## src/rtl/bitalign_lane_seq.sv

```systemverilog
// bitalign_lane_seq: trains the bit_align lanes of a serdes receive bus one
// at a time (lane 0 upwards). Each attempt resets the lane, pulses its
// request, then waits for a fresh done edge, with a bounded wait and a fixed
// number of retries. Reports per-lane failures and a sticky pass-complete
// flag to the link bring-up logic.
module bitalign_lane_seq #(
  parameter int C_LANES   = 4,
  parameter int C_RST_CYC = 4,
  parameter int C_REQ_CYC = 2,
  parameter int C_TIMEOUT = 65536,
  parameter int C_RETRY   = 2,
  localparam int LW = (C_LANES > 1) ? $clog2(C_LANES) : 1
) (
  input  logic               CLK_I,
  input  logic               RST_I,
  input  logic               START_I,
  output logic [C_LANES-1:0] LANE_RST_O,
  output logic [C_LANES-1:0] LANE_REQ_O,
  input  logic [C_LANES-1:0] LANE_DONE_I,
  output logic               BUSY_O,
  output logic [LW-1:0]      CUR_LANE_O,
  output logic               ALL_DONE_O,
  output logic               FAIL_O,
  output logic [C_LANES-1:0] FAIL_MASK_O
);

  localparam int CMAX = (C_RST_CYC > C_REQ_CYC) ? C_RST_CYC : C_REQ_CYC;
  localparam int CW   = $clog2(CMAX + 1);
  localparam int TW   = $clog2(C_TIMEOUT);

  typedef enum logic [2:0] {
    S_IDLE,
    S_LRST,
    S_LREQ,
    S_WAIT,
    S_NEXT,
    S_FINISH
  } state_t;

  state_t             state, state_nx;
  logic [LW-1:0]      lane, lane_nx;
  logic [3:0]         retry, retry_nx;
  logic [CW-1:0]      cnt, cnt_nx;
  logic [TW-1:0]      timer, timer_nx;
  logic [C_LANES-1:0] mask, mask_nx;
  logic [C_LANES-1:0] rst_nx, req_nx;
  logic               busy_nx, all_done_nx, fail_nx;
  logic               start_d;
  logic [C_LANES-1:0] done_d;
  logic               start_pos, done_rise;

  // One-hot select of a lane index; indices past the last lane select nothing.
  function automatic logic [C_LANES-1:0] lane_sel(input logic [LW-1:0] idx);
    lane_sel = '0;
    for (int i = 0; i < C_LANES; i++) begin
      if (LW'(i) == idx) lane_sel[i] = 1'b1;
    end
  endfunction

  assign start_pos = START_I & ~start_d;
  assign done_rise = LANE_DONE_I[lane] & ~done_d[lane];

  assign CUR_LANE_O  = lane;
  assign FAIL_MASK_O = mask;

  // Next-state and next-output decode; lane vectors are derived from the
  // state being entered so they stay registered and strictly one-hot.
  always_comb begin
    state_nx    = state;
    lane_nx     = lane;
    retry_nx    = retry;
    cnt_nx      = cnt;
    timer_nx    = timer;
    mask_nx     = mask;
    busy_nx     = BUSY_O;
    all_done_nx = ALL_DONE_O;
    fail_nx     = FAIL_O;
    case (state)
      S_IDLE: begin
        if (start_pos) begin
          lane_nx     = '0;
          retry_nx    = '0;
          cnt_nx      = '0;
          mask_nx     = '0;
          fail_nx     = 1'b0;
          all_done_nx = 1'b0;
          busy_nx     = 1'b1;
          state_nx    = S_LRST;
        end
      end
      S_LRST: begin
        if (cnt == CW'(C_RST_CYC - 1)) begin
          cnt_nx   = '0;
          state_nx = S_LREQ;
        end else begin
          cnt_nx = cnt + 1'b1;
        end
      end
      S_LREQ: begin
        if (cnt == CW'(C_REQ_CYC - 1)) begin
          cnt_nx   = '0;
          timer_nx = '0;
          state_nx = S_WAIT;
        end else begin
          cnt_nx = cnt + 1'b1;
        end
      end
      S_WAIT: begin
        if (done_rise) begin
          state_nx = S_NEXT;
        end else if (timer == TW'(C_TIMEOUT - 1)) begin
          if (retry < 4'(C_RETRY)) begin
            retry_nx = retry + 4'd1;
            cnt_nx   = '0;
            state_nx = S_LRST;
          end else begin
            mask_nx[lane] = 1'b1;
            state_nx      = S_NEXT;
          end
        end else begin
          timer_nx = timer + 1'b1;
        end
      end
      S_NEXT: begin
        if (lane == LW'(C_LANES - 1)) begin
          state_nx = S_FINISH;
        end else begin
          lane_nx  = lane + 1'b1;
          retry_nx = '0;
          cnt_nx   = '0;
          state_nx = S_LRST;
        end
      end
      S_FINISH: begin
        all_done_nx = 1'b1;
        fail_nx     = |mask;
        busy_nx     = 1'b0;
        state_nx    = S_IDLE;
      end
      default: state_nx = S_IDLE;
    endcase
    rst_nx = (state_nx == S_LRST) ? lane_sel(lane_nx) : '0;
    req_nx = (state_nx == S_LREQ) ? lane_sel(lane_nx) : '0;
  end

  // State, counters, edge-detect history and all outputs, cleared by reset.
  always_ff @(posedge CLK_I) begin
    if (RST_I) begin
      state       <= S_IDLE;
      lane        <= '0;
      retry       <= '0;
      cnt         <= '0;
      timer       <= '0;
      mask        <= '0;
      start_d     <= 1'b0;
      done_d      <= '0;
      LANE_RST_O  <= '0;
      LANE_REQ_O  <= '0;
      BUSY_O      <= 1'b0;
      ALL_DONE_O  <= 1'b0;
      FAIL_O      <= 1'b0;
    end else begin
      state       <= state_nx;
      lane        <= lane_nx;
      retry       <= retry_nx;
      cnt         <= cnt_nx;
      timer       <= timer_nx;
      mask        <= mask_nx;
      start_d     <= START_I;
      done_d      <= LANE_DONE_I;
      LANE_RST_O  <= rst_nx;
      LANE_REQ_O  <= req_nx;
      BUSY_O      <= busy_nx;
      ALL_DONE_O  <= all_done_nx;
      FAIL_O      <= fail_nx;
    end
  end

endmodule

```

## config.mk

```make
export PLATFORM = sky130hd
export DESIGN_NAME = bitalign_lane_seq
export DESIGN_NICKNAME = d
export VERILOG_FILES = /design/src/rtl/bitalign_lane_seq.sv
export SDC_FILE = /design/constraint.sdc
export NUM_CORES = 1
export LEC_CHECK = 0
export CORE_MARGIN = 4
export CORE_UTILIZATION = 51
export DETAILED_ROUTE_END_ITERATION = 8
export HOLD_SLACK_MARGIN = 0.12
export PLACE_DENSITY = 0.78
export SYNTH_ARGS = -nofsm -noshare
export SYNTH_HDL_FRONTEND = slang
export SYNTH_SLANG_ARGS = --single-unit
export TNS_END_PERCENT = 50
```

## constraint.sdc

```tcl
create_clock -name CLK_I -period 2.3 [get_ports CLK_I]
set_clock_uncertainty 0.2 [all_clocks]
set_input_delay 0.23 -clock CLK_I [delete_from_list [all_inputs] [get_ports CLK_I]]
set_output_delay 0.23 -clock CLK_I [all_outputs]
set_load 0.02 [all_outputs]
```

==> flow_summary.rst, run 1 <==
.. list-table::
   :header-rows: 1

   * - Metric
     - Value
   * - Post-CTS Hold Buffers
     - 0
   * - Global-route wire length before repair
     - 8980 um
   * - Worst Min Path Start
     - FAIL_MASK_O[2]
   * - Minimum setup slack among reg-to-reg paths
     - -0.001 ns
   * - Avg Vias per Cell
     - 5.83
   * - Root buffer cell
     - sky130_fd_sc_hd__clkbuf_8
   * - N_diodes
     - 0
   * - Highest clock rate
     - 0.435 GHz
   * - Summed area of non-filler cells in the final layout
     - 3070 sq um
   * - Average wire per standard cell
     - 14.7 um
   * - H-Tree Depth
     - 2
   * - Terminating pin of the worst hold path
     - FAIL_MASK_O[2]
   * - Sequential element share of the synthesized area
     - 40.3%
   * - Die Y
     - 76.4 um
   * - Crit-path max FO
     - 7
   * - Worst Reg-to-Reg Cells
     - 5
   * - Nets@finish
     - 347
   * - Clock slew seen by the registers of the worst setup and hold paths
     - 0.08 ns
   * - Die Outline Area
     - 5840 sq um
   * - Area contributors post-synth
     - sky130_fd_sc_hd__dfxtp_1 40%, sky130_fd_sc_hd__a21oi_1 5.5%, sky130_fd_sc_hd__nand2_1 3.6%, sky130_fd_sc_hd__ha_1 3.1%, sky130_fd_sc_hd__o21ai_0 2.9%
   * - Top cell type's share of synthesized area
     - 40.3%
   * - Kind of capture point of the worst setup path
     - flop
   * - DR pass1 iterations
     - 4
   * - P per Cell Area
     - 514 nW/um^2
   * - Part of the power in combinational logic
     - 8.9%
   * - Clock buffers created by TritonCTS
     - 5
   * - Number of rows created at floorplan
     - 24
   * - Number of antenna violations at the first check in global routing
     - 0
   * - Critical Path Source Type
     - flop
   * - CP max stage delay
     - 0.59 ns
   * - Antenna Violating Nets Remaining
     - 0
   * - Number of cells produced by synthesis
     - 285
   * - Netlist Area Pre-Place
     - 2390 sq um
   * - Area delta synth->final
     - 28.6%
   * - Max Cap Viol
     - 0
   * - Final wirelength
     - 5660 um
   * - Sequential group share of total power
     - 53.8%
   * - Placed Instances
     - 374
   * - Tightest slew margin relative to the limit
     - 68.5%
   * - Synthesized area divided by synthesized cell count
     - 8.37 sq um
   * - Initial DRC Count
     - 142
   * - Reg2Reg Launch Point
     - CUR_LANE_O[0]
   * - Placed Area
     - 2830 sq um
   * - Most frequent cell after synthesis
     - sky130_fd_sc_hd__dfxtp_1
   * - Sw Ratio
     - 22.3%
   * - Cell variety after synth
     - 50
   * - Worst endpoint data arrival time
     - 2.33 ns
   * - Crit-path slowest cell
     - sky130_fd_sc_hd__or4_4
   * - CTS tree
     - built
   * - Area leader, netlist
     - sky130_fd_sc_hd__dfxtp_1
   * - Gp weighted congestion
     - 0.887
   * - Setup repair after global routing missed its margin
     - yes
   * - Switching power total
     - 0.352 mW
   * - Share of the clock period used by the worst path after layout
     - 100%
   * - Number of placed I/O pins
     - 24
   * - Internal Power
     - 1.23 mW
   * - Proportion of synthesized flip-flops having asynchronous set or reset
     - 0%
   * - Fraction of layout instances using a drive strength above 1
     - 18.6%
   * - Largest vdd supply drop
     - 0.000257 V
   * - Class of the tightest hold or removal check
     - reg -> reg
   * - Combined buffer and inverter count along the critical path
     - 0
   * - Core area
     - 4440 sq um
   * - GR Util All Layers
     - 18.7%
   * - Die width
     - 76.4 um
   * - Count of vias placed by the detailed router
     - 2,251
   * - Final global-route overflow total
     - 0
   * - Clk buf depth
     - 2
   * - PnR Total Power
     - 1.58 mW
   * - Violated checks
     - negative setup slack
   * - Main synth FF type
     - sky130_fd_sc_hd__dfxtp_1
   * - Count of yosys warnings during synthesis
     - 0
   * - Largest net degree at the start of global routing
     - 25
   * - Worst hold path depth
     - 2
   * - Register bit count reported by yosys
     - 48
   * - Startpoint-to-endpoint class of the critical path
     - reg -> reg
   * - Slew at the pin closest to its max-slew limit
     - 0.470 ns
   * - Vias in the first global route
     - 1,928
   * - Number of buffer cells added on primary ports
     - 23
   * - Pre-CTS setup slack
     - -0.222 ns
   * - Total count of hold-check failures in the final report
     - 0
   * - Status
     - complete, but fails checks
   * - Count of final max-slew check failures
     - 0
   * - Clock network fraction of design power
     - 37.3%
   * - Post-layout minimum cycle time
     - 2.30 ns
   * - Most frequent cells after synthesis
     - 48 x sky130_fd_sc_hd__dfxtp_1, 26 x sky130_fd_sc_hd__a21oi_1, 23 x sky130_fd_sc_hd__nand2_1, 16 x sky130_fd_sc_hd__nor2_1, 15 x sky130_fd_sc_hd__inv_1
   * - Final Setup Violations
     - 1
   * - Data required time at the worst endpoint
     - 2.33 ns
   * - CP cell instances
     - nor2b_4 > a32o_2 > or4_4 > or4_1 > a21oi_2
   * - Number of nets produced by synthesis
     - 298
   * - Total half-perimeter wirelength after legalization and detailed placement
     - 3860 um
   * - Endpoint of the most critical register-to-register path
     - timer[4]
   * - Initial Util
     - 53.7%
   * - Non-filler cells in the finished layout
     - 386
   * - Clock latency of the later-clocked register in the worst-skew pair
     - 0.30 ns
   * - Number of enable flip-flop cells after synthesis
     - 0
   * - Largest delay contributor family on the critical path
     - simple AND/OR/NAND/NOR gates
   * - Worst setup slack after layout
     - -0.00101 ns
   * - Leakage Power
     - 1.08 nW
   * - Post-route DRC violation count
     - 0
   * - Total number of clock tree sinks
     - 48
[worst min-delay path, cell delays in order (launching register included)]
cell and delay, ns:
sky130_fd_sc_hd__dfxtp_1 0.33, sky130_fd_sc_hd__inv_1 0.05, sky130_fd_sc_hd__a21oi_1 0.05
[sequential cells by signal, indices dropped and copies added (netlist names)]
name	flops
done_d	4
LANE_RST_O	4
FAIL_MASK_O	4
BUSY_O	1
cnt	3
start_d	1
state	3
CUR_LANE_O	2
retry	4
timer	16
ALL_DONE_O	1
FAIL_O	1
LANE_REQ_O	4
[per-stage QoR]
step / utilization, % / setup TNS [ns] / hold WS (ns)
after global placement: 63.7 / -2.83 / 0.249
after global routing: 69.1 / -0.246 / 0.295
after detailed placement: 63.7 / -3.46 / 0.256
final: 69.1 / -0.00101 / 0.266
after CTS: 66.0 / 0 / 0.269
after floorplan: - / 0 / 0.158
[logic make-up (layout without fill, tap and decap cells)]
kind of cell	after synthesis	count (layout)	synth area share (%)
compound gates	77	77	20.9
fa+ha+maj	6	6	3.15
buf+inv	30	77	5.51
flops	48	48	40.3
mux	3	3	1.26
simple gates	121	123	28.9
[cell usage in the layout, fill, tap and decap left out, types with 5 or more instances in the layout]
cell type	instances
sky130_fd_sc_hd__inv_1	15
sky130_fd_sc_hd__a21oi_1	22
sky130_fd_sc_hd__nor2b_1	10
sky130_fd_sc_hd__nor3b_1	5
sky130_fd_sc_hd__nor3_1	10
sky130_fd_sc_hd__or4_1	8
sky130_fd_sc_hd__nand4_1	6
sky130_fd_sc_hd__clkdlybuf4s50_1	23
sky130_fd_sc_hd__buf_4	30
sky130_fd_sc_hd__o21ai_0	14
sky130_fd_sc_hd__nand2b_1	5
sky130_fd_sc_hd__or3_1	7
sky130_fd_sc_hd__o31ai_1	9
sky130_fd_sc_hd__ha_1	6
sky130_fd_sc_hd__dfxtp_1	46
sky130_fd_sc_hd__nand2_1	23
sky130_fd_sc_hd__nor2_1	15
sky130_fd_sc_hd__nand3_1	6
sky130_fd_sc_hd__clkbuf_8	5
[worst max path at each step]
stage                        start  depth (start not counted)  slack, ns   endpoint
floorplan            CUR_LANE_O[0]                          8      0.006  timer[12]
global placement    LANE_DONE_I[1]                          7      -0.19  timer[15]
detailed placement  LANE_DONE_I[1]                          7      -0.22   timer[8]
CTS                  CUR_LANE_O[1]                          6       0.02  timer[15]
global route         CUR_LANE_O[1]                          5      -0.05  timer[12]
finish               CUR_LANE_O[0]                          5     -0.001   timer[4]
[metal layers]
| metal | GRT usage [%] | up-vias | share of wire [%] |
|---|---|---|---|
| met1 | 26.4 | 1050 | 51 |
| met5 | 0 | - | 0 |
| met2 | 27.9 | 47 | 45 |
| li1 | - | 1147 | - |
| met4 | 5.62 | 0 | 1.1 |
| met3 | 4.61 | 7 | 3.5 |
[final cells by class]
class | count | area [sq um]
Clock buffer | 6 | 72.6
Clock inverter | 1 | 30.0
Multi-Input combinational cell | 209 | 1390
Inverter | 15 | 56.3
Fill cell | 345 | 1380
Sequential cell | 48 | 968
Tap cell | 52 | 65.1
Timing Repair Buffer | 55 | 487
[what timing repair did]
| action | in CTS | in global routing |
|---|---|---|
| gates resized for setup | 0 | 19 |
| setup buffers | 0 | 3 |
| setup endpoints to repair | 0 | 17 |
[power by group through the flow]
stage                     clock network [mW]  registers [mW]  logic, mW
after floorplan                            0           0.873     0.0714
after global placement                     0           0.868      0.131
after detailed placement                   0           0.869      0.133
after CTS                              0.601           0.849      0.133
after global routing                   0.649           0.850      0.153
final                                  0.588           0.848      0.141
No activity file was read; power rests on OpenSTA's default activity.
==> inputs of run 2 (changes only) <==
- RECOVER_POWER: default -> 25
==> flow_summary.rst, run 2 (synthesized netlist as in run 1, its figures left out) <==
.. list-table::
   :header-rows: 1

   * - Metric
     - Value
   * - Global-route wire length before repair
     - 8980 um
   * - Number of rows created at floorplan
     - 24
   * - Root buffer cell
     - sky130_fd_sc_hd__clkbuf_8
   * - Violated checks
     - negative setup slack
   * - Number of antenna violations at the first check in global routing
     - 0
   * - Kind of capture point of the worst setup path
     - flop
   * - Worst endpoint data arrival time
     - 2.33 ns
   * - Flip-flop count of the largest register after layout
     - 16
   * - CP cell instances
     - nor2b_4 > a32o_2 > or4_4 > or4_1 > a21oi_2
   * - Post-CTS Hold Buffers
     - 0
   * - Clock latency of the later-clocked register in the worst-skew pair
     - 0.30 ns
   * - N_diodes
     - 0
   * - Gp weighted congestion
     - 0.887
   * - DR pass1 iterations
     - 4
   * - H-Tree Depth
     - 2
   * - Leakage Power
     - 1.10 nW
   * - Status
     - complete, but fails checks
   * - Post-Route Setup TNS
     - -0.000713 ns
   * - Crit-path slowest cell
     - sky130_fd_sc_hd__or4_4
   * - Largest vdd supply drop
     - 0.000257 V
   * - Number of filler cells placed in the layout
     - 346
   * - Clock buffers created by TritonCTS
     - 5
   * - Data required time at the worst endpoint
     - 2.33 ns
   * - Vias in the first global route
     - 1,928
   * - Count of vias placed by the detailed router
     - 2,258
   * - Slew at the pin closest to its max-slew limit
     - 0.890 ns
   * - Clk buf depth
     - 2
   * - Die Outline Area
     - 5840 sq um
   * - Die Y
     - 76.4 um
   * - Most frequent cells in the layout
     - 46 x sky130_fd_sc_hd__dfxtp_1, 29 x sky130_fd_sc_hd__buf_4, 23 x sky130_fd_sc_hd__nand2_1, 22 x sky130_fd_sc_hd__a21oi_1, 17 x sky130_fd_sc_hd__clkdlybuf4s50_1
   * - Max Cap Viol
     - 0
   * - Startpoint-to-endpoint class of the critical path
     - reg -> reg
   * - Setup repair after global routing missed its margin
     - yes
   * - Worst hold margin
     - 0.266 ns
   * - CP max stage delay
     - 0.59 ns
   * - Most flop-heavy register
     - timer
   * - Average wire per standard cell
     - 14.7 um
   * - Critical Path Source Type
     - flop
   * - Antenna Violating Nets Remaining
     - 0
   * - Most frequent standard cell in the layout excluding fill and tap cells
     - sky130_fd_sc_hd__dfxtp_1
   * - P per Cell Area
     - 514 nW/um^2
   * - Highest clock rate
     - 0.435 GHz
   * - GR Util All Layers
     - 18.7%
   * - Crit-path max FO
     - 7
   * - Final wirelength
     - 5660 um
   * - Nets@finish
     - 347
   * - Combined buffer and inverter count along the critical path
     - 0
   * - Die width
     - 76.4 um
   * - Number of buffer cells added on primary ports
     - 23
   * - Post-route DRC violation count
     - 0
   * - Initial DRC Count
     - 141
   * - Total number of clock tree sinks
     - 48
   * - Avg Vias per Cell
     - 5.85
   * - Initial Util
     - 53.7%
   * - CTS tree
     - built
   * - Clock slew seen by the registers of the worst setup and hold paths
     - 0.08 ns
   * - Core area
     - 4440 sq um
   * - Area delta synth->final
     - 28.5%
   * - Worst setup slack after layout
     - -0.000713 ns
   * - Count of final max-slew check failures
     - 0
   * - Largest net degree at the start of global routing
     - 25
   * - Final Setup Violations
     - 1
   * - Number of placed I/O pins
     - 24
   * - Fraction of layout instances using a drive strength above 1
     - 18.3%
   * - Largest delay contributor family on the critical path
     - simple AND/OR/NAND/NOR gates
   * - Share of the clock period used by the worst path after layout
     - 100%
   * - Class of the tightest hold or removal check
     - reg -> reg
   * - Total count of hold-check failures in the final report
     - 0
   * - Total half-perimeter wirelength after legalization and detailed placement
     - 3860 um
   * - Post-layout minimum cycle time
     - 2.30 ns
   * - Tightest slew margin relative to the limit
     - 40.7%
   * - Final global-route overflow total
     - 0
-- run 2: worst paths after layout --
kind                          to           start  slack (ns)  cells past startpoint
hold reg to reg   FAIL_MASK_O[2]  FAIL_MASK_O[2]        0.27                      2
hold / removal    FAIL_MASK_O[2]  FAIL_MASK_O[2]        0.27                      2
setup reg to reg        timer[4]   CUR_LANE_O[0]     -0.0007                      5
setup / recovery        timer[4]   CUR_LANE_O[0]     -0.0007                      5
-- run 2: metal layers --
layer  vias up  part of all wire [%]  global-route usage [%]  wire length (um)
met4         0                   1.1                    5.62                63
met1      1057                    50                    26.4              2850
met5         -                     0                       0                 0
met3         7                   3.8                    4.61               217
met2        45                    45                    27.9              2530
li1       1149                     -                       -                 -
-- run 2: tightest hold or removal path, stage by stage, from the launching register on --
cell	delay, ns
sky130_fd_sc_hd__dfxtp_1	0.33
sky130_fd_sc_hd__inv_1	0.05
sky130_fd_sc_hd__a21oi_1	0.05
-- run 2: power breakdown --
part / switching, mW / internal (mW) / leakage [nW]
combinational: 0.0752 / 0.0636 / 0.654
sequential: 0.00705 / 0.841 / 0.391
clock: 0.269 / 0.319 / 0.0513
total: 0.352 / 1.22 / 1.10
-- run 2: what timing repair did --
item | in CTS | in global routing
gates resized for setup | 0 | 19
buffers inserted | 0 | 3
endpoints found under the setup margin | 0 | 17
-- run 2: area by class of cell --
cell class	count	area [sq um]	share of cell area, %
clock buffer	6	72.6	2.37
sequential	48	968	31.6
timing repair buffer	55	483	15.8
tap	52	65.1	2.12
inverter	15	56.3	1.84
multi-input combinational	209	1390	45.3
clock inverter	1	30.0	0.980
-- run 2: stage by stage --
stage | utilization (%) | setup WS (ns) | cells | power [mW] | instance area, sq um
after floorplan | - | 0.00582 | 285 | 0.945 | 2390
after global placement | 63.7 | -0.194 | 374 | 0.999 | 2830
after detailed placement | 63.7 | -0.222 | 374 | 1.00 | 2830
after CTS | 66.0 | 0.0214 | 381 | 1.58 | 2930
after global routing | 69.0 | -0.0463 | 386 | 1.65 | 3070
final | 69.0 | -0.000713 | 386 | 1.58 | 3070
